**src/rtl/i2c_eeprom_arb_if.sv**
```systemverilog
// rtl/i2c_eeprom_arb_if.sv - client request/response and EEPROM engine command bus
interface i2c_eeprom_arb_if #(
  parameter int ADDR_W = 11,
  parameter int DATA_W = 8
);
  logic              req0_valid;
  logic              req0_ready;
  logic              req0_we;
  logic [ADDR_W-1:0] req0_addr;
  logic [DATA_W-1:0] req0_wdata;
  logic              rsp0_valid;
  logic [DATA_W-1:0] rsp0_rdata;

  logic              req1_valid;
  logic              req1_ready;
  logic              req1_we;
  logic [ADDR_W-1:0] req1_addr;
  logic [DATA_W-1:0] req1_wdata;
  logic              rsp1_valid;
  logic [DATA_W-1:0] rsp1_rdata;

  logic              eng_wr;
  logic              eng_rd;
  logic [ADDR_W-1:0] eng_addr;
  logic [DATA_W-1:0] eng_wdata;
  logic [DATA_W-1:0] eng_rdata;
  logic              eng_ack;

  // Arbiter side: serves the clients, drives the engine
  modport slave (
    input  req0_valid, req0_we, req0_addr, req0_wdata,
    input  req1_valid, req1_we, req1_addr, req1_wdata,
    input  eng_rdata, eng_ack,
    output req0_ready, rsp0_valid, rsp0_rdata,
    output req1_ready, rsp1_valid, rsp1_rdata,
    output eng_wr, eng_rd, eng_addr, eng_wdata
  );

  // Environment side: clients plus the engine
  modport master (
    output req0_valid, req0_we, req0_addr, req0_wdata,
    output req1_valid, req1_we, req1_addr, req1_wdata,
    output eng_rdata, eng_ack,
    input  req0_ready, rsp0_valid, rsp0_rdata,
    input  req1_ready, rsp1_valid, rsp1_rdata,
    input  eng_wr, eng_rd, eng_addr, eng_wdata
  );
endinterface

```
**src/rtl/i2c_eeprom_arb.sv**
```systemverilog
// rtl/i2c_eeprom_arb.sv - two-client round-robin sequencer in front of the i2c EEPROM engine
// Optional post-write tWR wait state enabled by defining I2C_ARB_TWR_EN.
module i2c_eeprom_arb #(
  parameter int ADDR_W       = 11,
  parameter int DATA_W       = 8,
  parameter int WR_DELAY_CYC = 5000
) (
  input  logic                clk,
  input  logic                rst_n,
  i2c_eeprom_arb_if.slave     bus,
  output logic                o_busy,
  output logic                o_owner
);

`ifdef I2C_ARB_TWR_EN
  typedef enum logic [2:0] {
    S_IDLE    = 3'd0,
    S_ISSUE   = 3'd1,
    S_BUSY    = 3'd2,
    S_RELEASE = 3'd3,
    S_TWR     = 3'd4
  } state_t;

  localparam int CNT_W = (WR_DELAY_CYC > 1) ? $clog2(WR_DELAY_CYC) : 1;
  localparam logic [CNT_W-1:0] CNT_LAST = CNT_W'(WR_DELAY_CYC - 1);

  logic [CNT_W-1:0]  r_cnt;
`else
  typedef enum logic [1:0] {
    S_IDLE    = 2'd0,
    S_ISSUE   = 2'd1,
    S_BUSY    = 2'd2,
    S_RELEASE = 2'd3
  } state_t;

  logic w_unused_twr_cfg;
  assign w_unused_twr_cfg = (WR_DELAY_CYC != 0);
`endif

  state_t            r_state;
  logic              r_owner;
  logic              r_we;
  logic              r_busy;
  logic              r_eng_wr;
  logic              r_eng_rd;
  logic [ADDR_W-1:0] r_eng_addr;
  logic [DATA_W-1:0] r_eng_wdata;
  logic              r_rsp0_valid;
  logic              r_rsp1_valid;
  logic [DATA_W-1:0] r_rsp0_rdata;
  logic [DATA_W-1:0] r_rsp1_rdata;

  logic              w_gnt0;
  logic              w_gnt1;

  // Grant decision in IDLE: a lone requester wins, a tie goes to the client that did not own last
  always_comb begin
    w_gnt0 = 1'b0;
    w_gnt1 = 1'b0;
    if (r_state == S_IDLE) begin
      if (bus.req0_valid && (!bus.req1_valid || r_owner)) begin
        w_gnt0 = 1'b1;
      end else if (bus.req1_valid) begin
        w_gnt1 = 1'b1;
      end
    end
  end

  assign bus.req0_ready = w_gnt0;
  assign bus.req1_ready = w_gnt1;
  assign bus.rsp0_valid = r_rsp0_valid;
  assign bus.rsp1_valid = r_rsp1_valid;
  assign bus.rsp0_rdata = r_rsp0_rdata;
  assign bus.rsp1_rdata = r_rsp1_rdata;
  assign bus.eng_wr     = r_eng_wr;
  assign bus.eng_rd     = r_eng_rd;
  assign bus.eng_addr   = r_eng_addr;
  assign bus.eng_wdata  = r_eng_wdata;
  assign o_busy         = r_busy;
  assign o_owner        = r_owner;

  // Sequencer FSM: capture request, pulse command, wait for ack, respond, settle
  always_ff @(posedge clk or negedge rst_n) begin
    if (!rst_n) begin
      r_state      <= S_IDLE;
      r_owner      <= 1'b1;
      r_we         <= 1'b0;
      r_busy       <= 1'b0;
      r_eng_wr     <= 1'b0;
      r_eng_rd     <= 1'b0;
      r_eng_addr   <= '0;
      r_eng_wdata  <= '0;
      r_rsp0_valid <= 1'b0;
      r_rsp1_valid <= 1'b0;
      r_rsp0_rdata <= '0;
      r_rsp1_rdata <= '0;
`ifdef I2C_ARB_TWR_EN
      r_cnt        <= '0;
`endif
    end else begin
      // Command and response strobes are single-cycle unless re-asserted below
      r_eng_wr     <= 1'b0;
      r_eng_rd     <= 1'b0;
      r_rsp0_valid <= 1'b0;
      r_rsp1_valid <= 1'b0;

      case (r_state)
        S_IDLE: begin
          if (w_gnt0 || w_gnt1) begin
            r_owner     <= w_gnt1;
            r_we        <= w_gnt1 ? bus.req1_we    : bus.req0_we;
            r_eng_addr  <= w_gnt1 ? bus.req1_addr  : bus.req0_addr;
            r_eng_wdata <= w_gnt1 ? bus.req1_wdata : bus.req0_wdata;
            r_eng_wr    <= w_gnt1 ? bus.req1_we    : bus.req0_we;
            r_eng_rd    <= w_gnt1 ? !bus.req1_we   : !bus.req0_we;
            r_busy      <= 1'b1;
            r_state     <= S_ISSUE;
          end
        end

        S_ISSUE: begin
          r_state <= S_BUSY;
        end

        S_BUSY: begin
          if (bus.eng_ack) begin
            if (r_owner) begin
              r_rsp1_valid <= 1'b1;
              r_rsp1_rdata <= r_we ? '0 : bus.eng_rdata;
            end else begin
              r_rsp0_valid <= 1'b1;
              r_rsp0_rdata <= r_we ? '0 : bus.eng_rdata;
            end
            r_state <= S_RELEASE;
          end
        end

        S_RELEASE: begin
`ifdef I2C_ARB_TWR_EN
          if (r_we) begin
            r_cnt   <= '0;
            r_state <= S_TWR;
          end else begin
            r_busy  <= 1'b0;
            r_state <= S_IDLE;
          end
`else
          r_busy  <= 1'b0;
          r_state <= S_IDLE;
`endif
        end

`ifdef I2C_ARB_TWR_EN
        S_TWR: begin
          if (r_cnt == CNT_LAST) begin
            r_busy  <= 1'b0;
            r_state <= S_IDLE;
          end else begin
            r_cnt <= r_cnt + 1'b1;
          end
        end
`endif

        default: begin
          r_busy  <= 1'b0;
          r_state <= S_IDLE;
        end
      endcase
    end
  end

endmodule

```
**src/flat_wrapper.sv**
```systemverilog
// flat-port wrapper written by rule: the top's interface ports become plain ports
module i2c_eeprom_arb_flat 
#(
  parameter int ADDR_W       = 11,
  parameter int DATA_W       = 8,
  parameter int WR_DELAY_CYC = 5000
)
  (clk, rst_n, o_busy, o_owner, bus_req0_valid, bus_req0_we, bus_req0_addr, bus_req0_wdata, bus_req1_valid, bus_req1_we, bus_req1_addr, bus_req1_wdata, bus_eng_rdata, bus_eng_ack, bus_req0_ready, bus_rsp0_valid, bus_rsp0_rdata, bus_req1_ready, bus_rsp1_valid, bus_rsp1_rdata, bus_eng_wr, bus_eng_rd, bus_eng_addr, bus_eng_wdata);
  i2c_eeprom_arb_if #(.ADDR_W(ADDR_W), .DATA_W(DATA_W)) bus_i ();
  input  logic clk;
  input  logic rst_n;
  output logic o_busy;
  output logic o_owner;
  input wire logic [$bits(bus_i.req0_valid)-1:0] bus_req0_valid;
  input wire logic [$bits(bus_i.req0_we)-1:0] bus_req0_we;
  input wire logic [$bits(bus_i.req0_addr)-1:0] bus_req0_addr;
  input wire logic [$bits(bus_i.req0_wdata)-1:0] bus_req0_wdata;
  input wire logic [$bits(bus_i.req1_valid)-1:0] bus_req1_valid;
  input wire logic [$bits(bus_i.req1_we)-1:0] bus_req1_we;
  input wire logic [$bits(bus_i.req1_addr)-1:0] bus_req1_addr;
  input wire logic [$bits(bus_i.req1_wdata)-1:0] bus_req1_wdata;
  input wire logic [$bits(bus_i.eng_rdata)-1:0] bus_eng_rdata;
  input wire logic [$bits(bus_i.eng_ack)-1:0] bus_eng_ack;
  output wire logic [$bits(bus_i.req0_ready)-1:0] bus_req0_ready;
  output wire logic [$bits(bus_i.rsp0_valid)-1:0] bus_rsp0_valid;
  output wire logic [$bits(bus_i.rsp0_rdata)-1:0] bus_rsp0_rdata;
  output wire logic [$bits(bus_i.req1_ready)-1:0] bus_req1_ready;
  output wire logic [$bits(bus_i.rsp1_valid)-1:0] bus_rsp1_valid;
  output wire logic [$bits(bus_i.rsp1_rdata)-1:0] bus_rsp1_rdata;
  output wire logic [$bits(bus_i.eng_wr)-1:0] bus_eng_wr;
  output wire logic [$bits(bus_i.eng_rd)-1:0] bus_eng_rd;
  output wire logic [$bits(bus_i.eng_addr)-1:0] bus_eng_addr;
  output wire logic [$bits(bus_i.eng_wdata)-1:0] bus_eng_wdata;
  assign bus_i.req0_valid = bus_req0_valid;
  assign bus_i.req0_we = bus_req0_we;
  assign bus_i.req0_addr = bus_req0_addr;
  assign bus_i.req0_wdata = bus_req0_wdata;
  assign bus_i.req1_valid = bus_req1_valid;
  assign bus_i.req1_we = bus_req1_we;
  assign bus_i.req1_addr = bus_req1_addr;
  assign bus_i.req1_wdata = bus_req1_wdata;
  assign bus_i.eng_rdata = bus_eng_rdata;
  assign bus_i.eng_ack = bus_eng_ack;
  assign bus_req0_ready = bus_i.req0_ready;
  assign bus_rsp0_valid = bus_i.rsp0_valid;
  assign bus_rsp0_rdata = bus_i.rsp0_rdata;
  assign bus_req1_ready = bus_i.req1_ready;
  assign bus_rsp1_valid = bus_i.rsp1_valid;
  assign bus_rsp1_rdata = bus_i.rsp1_rdata;
  assign bus_eng_wr = bus_i.eng_wr;
  assign bus_eng_rd = bus_i.eng_rd;
  assign bus_eng_addr = bus_i.eng_addr;
  assign bus_eng_wdata = bus_i.eng_wdata;
  i2c_eeprom_arb #(.ADDR_W(ADDR_W), .DATA_W(DATA_W), .WR_DELAY_CYC(WR_DELAY_CYC)) u_core (.clk(clk), .rst_n(rst_n), .bus(bus_i), .o_busy(o_busy), .o_owner(o_owner));
endmodule
```
**config.mk**
```make
export PLATFORM = sky130hd
export DESIGN_NAME = i2c_eeprom_arb_flat
export DESIGN_NICKNAME = d
export VERILOG_FILES = /design/src/rtl/i2c_eeprom_arb_if.sv /design/src/rtl/i2c_eeprom_arb.sv /design/src/flat_wrapper.sv
export SDC_FILE = /design/constraint.sdc
export NUM_CORES = 1
export LEC_CHECK = 0
export BUFFER_PORTS_ARGS = -buffer_cell sky130_fd_sc_hd__buf_2
export CORE_ASPECT_RATIO = 0.5
export CORE_MARGIN = 2
export CORE_UTILIZATION = 48
export CTS_CLUSTER_DIAMETER = 100
export DETAILED_ROUTE_END_ITERATION = 8
export PLACE_DENSITY = 0.81
export SLEW_MARGIN = 30
export SYNTH_ARGS = -nofsm -noshare
export SYNTH_HDL_FRONTEND = slang
export SYNTH_SLANG_ARGS = --single-unit
```
**constraint.sdc**
```tcl
create_clock -name clk -period 2.4 [get_ports clk]
set_input_delay 0.12 -clock clk [delete_from_list [all_inputs] [get_ports clk]]
set_output_delay 0.12 -clock clk [all_outputs]
set_load 0.01 [all_outputs]
```
# Word level (Yosys, flattened, before mapping)
# Cells that the tools add are included.
[classes]
eq_ne = 5
n_mux = 25
n_bitwise = 1
n_reduce_logical = 13
[op_table]
columns = ["operator", "n"]
rows = [
  ["1-bit 2-to-1 mux", 18],
  ["8-bit 2-to-1 mux", 2],
  ["11-bit 2-to-1 mux", 1],
  ["2-bit one-hot mux with 4 select lines", 1],
  ["2-bit AND reduction", 3],
  ["3-bit AND reduction", 2],
  ["2-bit equality test (second input constant)", 2],
  ["2-bit 2-to-1 mux", 2],
  ["2-bit != test (second input constant)", 2],
  ["1-bit logical NOT", 3],
  ["2-bit by 1-bit equality test with 1-bit output (second input constant)", 1],
  ["2-bit logical NOT", 1],
  ["1-bit logical OR", 2],
  ["1-bit one-hot mux with 2 select lines", 1],
  ["2-bit nonzero test", 1],
  ["1-bit logical AND", 1],
  ["1-bit NOT", 1],
]
[totals]
regBits = 44
out_inout_bits = 43
elab_cells = 56

# Logic depth before layout (Yosys ltp)
# Gate-level depths: netlist of the first run.
[depth]
depth_word = 8
mapped_depth = 6

# Worst setup path before layout of the first run
# Ideal clock, no wire load.
[synth_timing]
path_kind = "reg2reg"
start = "register u_core.r_state[0]"
end = "register u_core.r_eng_addr[8] (netlist: u_core.bus.eng_addr[8])"
setup_ns = 0.126
arrival_ns = 1.400
required_time_ns = 2.274
setup_slack_ns = 0.874
path_stages_with_launch = 7
synth_period_minus_slack_ns = 1.526
cell_sequence = "dfrtp_1 -> inv_1 -> ha_1 -> and2_1 -> a21boi_4 -> buf_6 -> a221o_1"
[synth_between]
elab_chain_len = 4
[synth_rtl]
columns = ["element", "line_no", "text"]
rows = [
  ["start: declaration", "i2c_eeprom_arb.sv:40", "state_t r_state;"],
  ["start signal: assignment", "i2c_eeprom_arb.sv:85", "r_state <= S_IDLE;"],
  ["start signal: assignment", "i2c_eeprom_arb.sv:117", "r_state <= S_ISSUE;"],
  ["start signal: assignment", "i2c_eeprom_arb.sv:122", "r_state <= S_BUSY;"],
  ["2-bit logical NOT", "i2c_eeprom_arb.sv:60", "if (r_state == S_IDLE) begin"],
  ["1-bit 2-to-1 mux", "i2c_eeprom_arb.sv:60", ""],
  ["net bus_req0_ready", "flat_wrapper.sv:24", "output wire logic [$bits(bus_i.req0_ready)-1:0] bus_req0_ready;"],
  ["1-bit logical OR", "i2c_eeprom_arb.sv:109", "if (w_gnt0 || w_gnt1) begin"],
  ["2-bit AND reduction (no source line)", "-", ""],
  ["end signal: assignment", "i2c_eeprom_arb.sv:112", "r_eng_addr <= w_gnt1 ? bus.req1_addr : bus.req0_addr;"],
  ["end: declaration", "i2c_eeprom_arb.sv:46", "logic [ADDR_W-1:0] r_eng_addr;"],
]
# The timed path passes the listed nets, and every way through them passes these cells.
# A chain may end at the register's enable or synchronous reset.

# Worst setup path after layout of the first run
[layout_timing]
start = "register u_core.r_state[0]"
end = "output bus_req1_ready"
[layout_between]
elab_chain_len = 2
[layout_rtl]
columns = ["element", "line_no", "text"]
rows = [
  ["2-bit logical NOT", "i2c_eeprom_arb.sv:60", ""],
  ["1-bit 2-to-1 mux", "i2c_eeprom_arb.sv:60", ""],
  ["end: declaration", "flat_wrapper.sv:27", "output wire logic [$bits(bus_i.req1_ready)-1:0] bus_req1_ready;"],
]
# No other way between the ends.

==> results of run 1 <==
## stage by stage
stage	utilization (%)	power (uW)	cells	area [um2]	setup slack, ns
after global placement	61.91	2460	306	2380	0.6657
after floorplan	-	2034	166	1889	0.8737
after CTS	64.81	3098	314	2491	0.3027
final	65.14	3074	315	2504	0.3168
after global routing	65.14	3284	315	2504	0.1773
after detailed placement	61.91	2522	306	2380	0.5533
## registers in the layout, summed over array words and instances, names as in the netlist
register / cells
u_core.bus.eng_addr: 11
u_core.bus.eng_wdata: 8
u_core.bus.rsp0_rdata: 8
u_core.bus.rsp1_rdata: 8
u_core.r_state: 2
u_core.bus.eng_rd: 1
u_core.bus.eng_wr: 1
u_core.bus.rsp0_valid: 1
u_core.bus.rsp1_valid: 1
u_core.o_busy: 1
u_core.o_owner: 1
u_core.r_we: 1
## layer usage
metal	wire length [um]	track usage [%]
met1	1950	24.90
met2	2428	40.51
met3	201	5.296
met4	75	8.088
met5	0	0
## cells in the mapped netlist (2+ instances only)
cell | n | area, um2
nand2_1 | 18 | 67.56
buf_2 | 6 | 30.03
and3_1 | 20 | 125.1
ha_1 | 4 | 50.05
a221o_1 | 19 | 190.2
nand2b_1 | 8 | 50.05
and2_1 | 3 | 18.77
dfrtp_1 | 43 | 1076
a21oi_1 | 4 | 20.02
clkbuf_1 | 2 | 7.510
nor2_1 | 4 | 15.01
nand3_1 | 2 | 10.01
buf_6 | 2 | 22.52
inv_1 | 5 | 18.77
o21ai_0 | 16 | 80.08
## critical path, delay by kind of cell, from the launching register on
family	cells	cell delay (ns)
adder cells (fa/ha/maj)	1	0.24
buffers and inverters	2	0.24
flip-flops	1	0.40
AND/OR/NAND/NOR	2	0.78
## worst max-delay path by stage
stage	from	endpoint	slack (ns)	cells after the start
finish	u_core.r_state[0]	bus_req1_ready	0.32	5
global route	u_core.r_state[0]	bus_req1_ready	0.18	5
CTS	u_core.r_state[0]	bus_req1_ready	0.30	5
detailed placement	u_core.r_state[0]	u_core.bus.eng_rd	0.55	5
global placement	u_core.r_state[0]	u_core.bus.eng_rd	0.67	5
floorplan	u_core.r_state[0]	u_core.bus.eng_addr[8]	0.87	6
## logic make-up after synthesis
kind of cell	Yosys count	synth area share (%)
AO/OA/AOI/OAI	45	18.34
AND/OR/NAND/NOR	57	15.89
flip-flops	44	58.34
buffers and inverters	15	4.172
multiplexers	1	0.5960
adder cells (fa/ha/maj)	4	2.649
## layout make-up
| type | count | area share, % |
|---|---|---|
| Sequential cell | 44 | 44.03 |
| Multi-Input combinational cell | 107 | 28.29 |
| Timing Repair Buffer | 97 | 19.79 |
| Clock buffer | 5 | 2.749 |
| Tap cell | 54 | 2.699 |
| Clock inverter | 3 | 1.699 |
| Inverter | 5 | 0.7496 |
## power groups by stage
stage	registers, uW	clock network [uW]	logic (uW)
after floorplan	1380	0	650
after global placement	1260	0	1200
after detailed placement	1270	0	1250
after CTS	1260	576	1260
after global routing	1300	605	1380
final	1260	566	1240
==> flow_summary.toml, run 1 <==
[die]
io_pins = 96
core_area_um2 = 3844
start_util_pct = 49.15
die_h_um = 48.37
dieArea_um2 = 4485
die_x_um = 92.73
placementRows = 16

[clocking]
cts-resized-gates = 0
ctsHoldBuffers = 0
clockRootBuffer = "clkbuf_8"
numCtsBuffers = 5
clk_latency_ns = 0.30
cts_buffer_depth = 2
cts_tree = "yes"
h-tree-depth = 2
clk_pin_slew_ns = 0.08
clkSinkCount = 44
post_cts_buffers = 0

[global_route]
antenna_found_initial = 0
grt_pass1_wl_mm = 7.624
grt_pass1_vias = 1693
grt_max_degree = 45
grt-ovfl-total = 0
grt_usage_pct = 21.92

[synthesis]
synthFlopType = "dfrtp_1"
synth_nets = 223
syn_avg_cell_area_um2 = 11.38
synth-edff-count = 0
netlist_area_um2 = 1889
async_reset_ff_share_pct = 100.0
seq_area_frac_synth_pct = 58.34
synth-seq-cells = 44
synthCells = 166
yosys_warnings = 0
synthDistinctLibCells = 25

[routing]
routed_via_density = 5.181
drt.antenna.violating_nets = 0
wl_mm = 4.655
drc_errors = 0
firstDrtPassIters = 4
drt_iter0_markers = 84
post_drt_wl_per_cell_um = 14.78
vias = 1632

[finish]
fin_nets = 317
layout_commonest_cell = "buf_2"
num-fill-cells = 341
final_cell_mix = "94 x buf_2, 43 x dfrtp_1, 20 x and3_1"
final-seq-area_um2 = 1102
area_delta_synth_final_pct = 32.52
antenna_cells = 0
layout-drive-gt1-share_pct = 41.38
multi_input_area_um2 = 708.2

[job]
maxCapViolations = 0

[critical_path]
path_class = "reg2out"
max_stage_delay_ns = 0.56
r2r-end = "u_core.bus.eng_rd"
crit_fanout = 23
cp_slowest_cell = "and2_1"
crit_path_cell_trace = "inv_1 -> ha_1 -> and2_1 -> and2_1 -> buf_2"
endpoint_kind = "primary output"
crit_path_frequent_cell = "and2_1"
cp-start-kind = "flop"
r2r_setup_slack_ns = 0.56
r2r_start = "u_core.r_state[0]"
cp.arrival_ns = 1.96
worstPathRequired_ns = 2.28
worstRegToRegCells = 5

[power_and_ir_drop]
swShare_pct = 36.43
clock_power_share_pct = 18.4
switching_power_uw = 1120
power.density_nw_per_um2 = 1228
p_int_uw = 1954
p_seq_share_pct = 41.1
p_leak_uw = 0.001401
vdd_drop_max_mv = 0.4680
pwr-share-comb_pct = 40.5

[sta]
min_period_ns = 2.083
setup_tns_ns = 0
fmax_mhz = 480.0
clock_skew_ns = 0.004257
setup_viol = 0
whs_ns = 0.04963
rsz0062_at_grt = "false"
tightestPinTransition_ns = 0.6279
period_share_pct = 86.80
relSlewSlack_pct = 58.14
slew_viol_final = 0
hold_viol = 0

[place]
gp_congestion = 0.7589
portBuffers = 95
dpl.hpwl_mm = 3.382

[min_path]
min_path_type = "in2reg"
min_from = "bus_req0_addr[7]"
holdPathEnd = "u_core.bus.eng_addr[7]"
hold_depth = 2

[outcome]
outcome = "completed"
No activity file was read; power rests on OpenSTA's default activity.
==> run 2, diff against run 1 <==
--- a/config.mk
+++ b/config.mk
@@ -6,9 +6,12 @@
 export NUM_CORES = 1
 export LEC_CHECK = 0
 export BUFFER_PORTS_ARGS = -buffer_cell sky130_fd_sc_hd__buf_2
+export CAP_MARGIN = 25
+export CELL_PAD_IN_SITES_DETAIL_PLACEMENT = 0
+export CELL_PAD_IN_SITES_GLOBAL_PLACEMENT = 1
 export CORE_ASPECT_RATIO = 0.5
 export CORE_MARGIN = 2
-export CORE_UTILIZATION = 48
+export CORE_UTILIZATION = 36
 export CTS_CLUSTER_DIAMETER = 100
 export DETAILED_ROUTE_END_ITERATION = 8
 export PLACE_DENSITY = 0.81
==> flow_summary.toml, run 2 (synthesized netlist as in run 1, its figures left out) <==
[outcome]
outcome = "completed"

[global_route]
grt-ovfl-total = 0
grt_pass1_wl_mm = 7.341
grt_pass1_vias = 1579
grt_max_degree = 45
grt_usage_pct = 16.02
antenna_found_initial = 0

[sta]
setup_tns_ns = 0
hold_viol = 0
clock_skew_ns = 0.004362
slew_viol_final = 0
rsz0062_at_grt = "false"
period_share_pct = 86.94
fmax_mhz = 479.2
min_period_ns = 2.087
setup_viol = 0
tightestPinTransition_ns = 0.6392
setup_ws_ns = 0.3134
relSlewSlack_pct = 57.39

[clocking]
clk_latency_ns = 0.29
clk_pin_slew_ns = 0.08
h-tree-depth = 2
cts-resized-gates = 0
cts_buffer_depth = 2
clockRootBuffer = "clkbuf_8"
post_cts_buffers = 0
clkSinkCount = 44
numCtsBuffers = 5
cts_tree = "yes"

[routing]
post_drt_wl_per_cell_um = 14.09
vias = 1636
drt_iter0_markers = 57
drc_errors = 0
wl_mm = 4.665
drt.antenna.violating_nets = 0
routed_via_density = 4.943
firstDrtPassIters = 4

[finish]
layout_commonest_cell = "buf_2"
antenna_cells = 0
largest_reg_flops = 11
final_core_util_pct = 50.05
final_cell_mix = "94 x buf_2, 43 x dfrtp_1, 20 x and3_1"
layout-drive-gt1-share_pct = 40.61
area_delta_synth_final_pct = 32.45
fin_nets = 317
final_area_um2 = 2502

[place]
dpl.hpwl_mm = 3.438
dp_slack_ns = 0.5335
portBuffers = 95
gp_congestion = 0.7812
placement.cell_area_um2 = 2400

[power_and_ir_drop]
p_seq_share_pct = 42.3
p_int_uw = 1881
p_leak_uw = 0.001392
vdd_drop_max_mv = 0.4735
pwr-share-comb_pct = 41.7
switching_power_uw = 1096
clock_power_share_pct = 16.0
power.density_nw_per_um2 = 1190
swShare_pct = 36.82

[die]
dieArea_um2 = 5879
placementRows = 18
core_area_um2 = 5000
start_util_pct = 37.79
io_pins = 96
die_h_um = 55.23
die_x_um = 106.5

[critical_path]
path_class = "reg2out"
crit_fanout = 23
cp-start-kind = "flop"
cp.arrival_ns = 1.97
worstPathRequired_ns = 2.28
endpoint_kind = "primary output"

[min_path]
min_path_type = "in2reg"

[job]
maxCapViolations = 0
run 2: cell types whose count changed in the layout (fill, tap and decap cells not counted), sizes merged:
cell	previous run	this run
clkbuf	5	8
bufinv	1	0
clkinv	1	0
clkinvlp	1	0
run 2: power groups by stage:
| stage | Clock [uW] | Combinational [uW] | Sequential (uW) |
|---|---|---|---|
| finish | 477 | 1240 | 1260 |
| floorplan | 0 | 650 | 1380 |
| detailed placement | 0 | 1260 | 1270 |
| CTS | 488 | 1260 | 1260 |
| global route | 517 | 1380 | 1290 |
| global placement | 0 | 1230 | 1260 |
run 2: metal layers:
layer  routed length [um]  track usage (%)
met1                 1975            19.21
met4                   43            6.122
met5                    0                0
met3                  226            3.778
met2                 2420            28.21
run 2: per-stage QoR:
stage                     instances  total power [uW]  hold slack (ns)
final                           331              2977          0.05263
after global routing            331              3192          0.04902
after CTS                       330              3008          0.01060
after detailed placement        322              2530           0.3340
after global placement          322              2484           0.3234
after floorplan                 166              2034          -0.1756
run 2: path summary, 6_finish.rpt:
kind / slack [ns] / cells past startpoint / end / from
setup reg to reg: 0.54 / 5 / u_core.bus.eng_rd / u_core.r_state[0]
max in group asynchronous: 1.68 / 2 / u_core.bus.eng_addr[4] / rst_n
hold reg to reg: 0.48 / 2 / u_core.bus.rsp0_rdata[3] / u_core.bus.rsp0_rdata[3]
hold / removal: 0.05 / 2 / u_core.bus.eng_addr[8] / bus_req0_addr[8]
setup / recovery: 0.31 / 5 / bus_req1_ready / u_core.r_state[0]
min in group asynchronous: 0.35 / 2 / u_core.bus.eng_wdata[2] / rst_n
run 2: timing repair:
item / CTS / global route
hold endpoints to repair: 0 / 43
setup endpoints to repair: 0 / 0
hold buffers: 0 / 1
run 2: critical path, stage by stage, from the launching register on:
cell and delay [ns]:
dfrtp_1 0.41, inv_1 0.12, ha_1 0.24, and2_1 0.56
and2_1 0.21, buf_2 0.13
run 2: layout make-up:
| type | count | area [um2] |
|---|---|---|
| fillers | 491 | 2497 |
| clock buffers | 8 | 90.09 |
| repair buffers | 97 | 495.5 |
| flip-flops and latches | 44 | 1102 |
| multi-input cells | 107 | 708.2 |
| well taps | 70 | 87.58 |
| inverters | 5 | 18.77 |
==> run 3, diff against run 2 <==
--- a/config.mk
+++ b/config.mk
@@ -10,7 +10,7 @@
 export CELL_PAD_IN_SITES_DETAIL_PLACEMENT = 0
 export CELL_PAD_IN_SITES_GLOBAL_PLACEMENT = 1
 export CORE_ASPECT_RATIO = 0.5
-export CORE_MARGIN = 2
+export CORE_MARGIN = 5
 export CORE_UTILIZATION = 36
 export CTS_CLUSTER_DIAMETER = 100
 export DETAILED_ROUTE_END_ITERATION = 8
==> flow_summary.toml, run 3 (synthesized netlist as in run 1, its figures left out) <==
[routing]
post_drt_wl_per_cell_um = 15.13
wl_mm = 5.039
routed_via_density = 4.961
firstDrtPassIters = 6
drt.antenna.violating_nets = 0
vias = 1652
drc_errors = 0
drt_iter0_markers = 78

[critical_path]
crit_path_cell_trace = "inv_1 -> ha_1 -> and2_1 -> a21boi_4 -> buf_2"
critPathCapture = "bus_req0_ready"
max_stage_delay_ns = 0.51
cp.arrival_ns = 1.98
endpoint_kind = "primary output"
cp-start-kind = "flop"
r2r_start = "u_core.r_state[0]"
crit_cells = 5
worstRegToRegCells = 5
cp_slowest_cell = "a21boi_4"
worstPathRequired_ns = 2.28
critical_path_buf_inv_count = 2
r2r-end = "u_core.bus.eng_rd"
critPathTopFamily = "compound AO/OA/AOI/OAI gates"
crit_fanout = 20
path_class = "reg2out"
r2r_setup_slack_ns = 0.53
critical_path.startpoint = "u_core.r_state[0]"

[sta]
period_share_pct = 87.43
whs_ns = 0.04825
tightestPinTransition_ns = 0.6419
clock_skew_ns = 0.003802
hold_viol = 0
setup_tns_ns = 0
min_period_ns = 2.098
setup_viol = 0
relSlewSlack_pct = 57.21
slew_viol_final = 0
fmax_mhz = 476.6
rsz0062_at_grt = "false"

[global_route]
grt_usage_pct = 15.69
antenna_found_initial = 0
grt_pass1_wl_mm = 8.390
grt_max_degree = 27
use_met2_pct = 27.35
grt-ovfl-total = 0
grt_busiest_layer = "met2"
met1_usage_pct = 19.16
met3_usage_pct = 3.827
grt_pass1_vias = 1726

[finish]
num-fill-cells = 474
final_cell_mix = "95 x buf_2, 43 x dfrtp_1, 20 x and3_1"
layout_commonest_cell = "buf_2"
final_core_util_pct = 51.00
antenna_cells = 0
final_area_um2 = 2550
area_delta_synth_final_pct = 34.97
largest_reg_flops = 11
layout-drive-gt1-share_pct = 41.83
fin_cells = 333
fin_nets = 319

[die]
die_h_um = 61.23
core_area_um2 = 5000
io_pins = 96
placementRows = 18
die_x_um = 112.5
dieArea_um2 = 6885
start_util_pct = 37.79

[clocking]
cts-resized-gates = 0
post_cts_buffers = 0
cts_buffer_depth = 2
clk_pin_slew_ns = 0.08
numCtsBuffers = 5
clkSinkCount = 44
cts_tree = "yes"
h-tree-depth = 2
clk_latency_ns = 0.30
clockRootBuffer = "clkbuf_8"

[power_and_ir_drop]
p_int_uw = 1885
p_seq_share_pct = 41.6
clock_power_share_pct = 16.1
pwr-share-comb_pct = 42.2
vdd_drop_max_mv = 0.4109
power.density_nw_per_um2 = 1179
p_leak_uw = 0.001419
switching_power_uw = 1122
swShare_pct = 37.32

[place]
dpl.hpwl_mm = 3.786
placement.cell_area_um2 = 2447
placed_cells = 324
portBuffers = 95
gp_congestion = 0.7101

[min_path]
min_path_type = "in2reg"

[job]
maxCapViolations = 0

[outcome]
outcome = "completed"
[run 3: worst min path at each step]
stage,end,depth (start not counted),from
after global placement,u_core.bus.eng_wdata[2],1,rst_n
after floorplan,u_core.bus.eng_addr[0],0,rst_n
after global routing,u_core.bus.eng_addr[3],2,bus_req0_addr[3]
after CTS,u_core.bus.eng_wdata[1],2,bus_req0_wdata[1]
final,u_core.bus.eng_addr[2],2,bus_req0_addr[2]
after detailed placement,u_core.bus.eng_wdata[6],1,rst_n
[run 3: power by group through the flow]
stage	logic, uW	registers [uW]	clock network, uW
floorplan	650	1380	0
global placement	1240	1260	0
detailed placement	1290	1260	0
CTS	1300	1250	500
global route	1420	1300	535
finish	1270	1250	485
[run 3: worst reg2reg max path, stage by stage (launching register included)]
cell and delay (ns):
dfrtp_1 0.41, inv_1 0.12, ha_1 0.24, and2_1 0.57, nand3_1 0.21, and3_1 0.22
[run 3: timing repair]
action / 4_1_cts / 5_1_grt
hold buffers: 1 / 0
hold endpoints to repair: 28 / 0
setup endpoints to repair: 0 / 0
[run 3: final cells by class]
cell class,count,area (um2),share of cell area (%)
well taps,70,87.58,3.435
repair buffers,99,540.5,21.20
inverters,5,18.77,0.7360
flip-flops and latches,44,1102,43.23
clock buffers,6,82.58,3.238
multi-input cells,107,708.2,27.77
clock inverters,2,10.01,0.3925
[run 3: layer usage]
| layer | vias up | part of all wire [%] |
|---|---|---|
| met2 | 41 | 51 |
| li1 | 790 | - |
| met1 | 808 | 42 |
| met3 | 13 | 4.5 |
| met4 | 0 | 2.7 |
| met5 | - | 0 |
[run 3: per-stage QoR]
stage          setup slack (ns)  power, uW
2_1_floorplan            0.8737       2034
3_3_place_gp             0.6278       2500
3_5_place_dp             0.5483       2555
4_1_cts                  0.2808       3050
5_1_grt                  0.1217       3254
6_report                 0.3017       3007
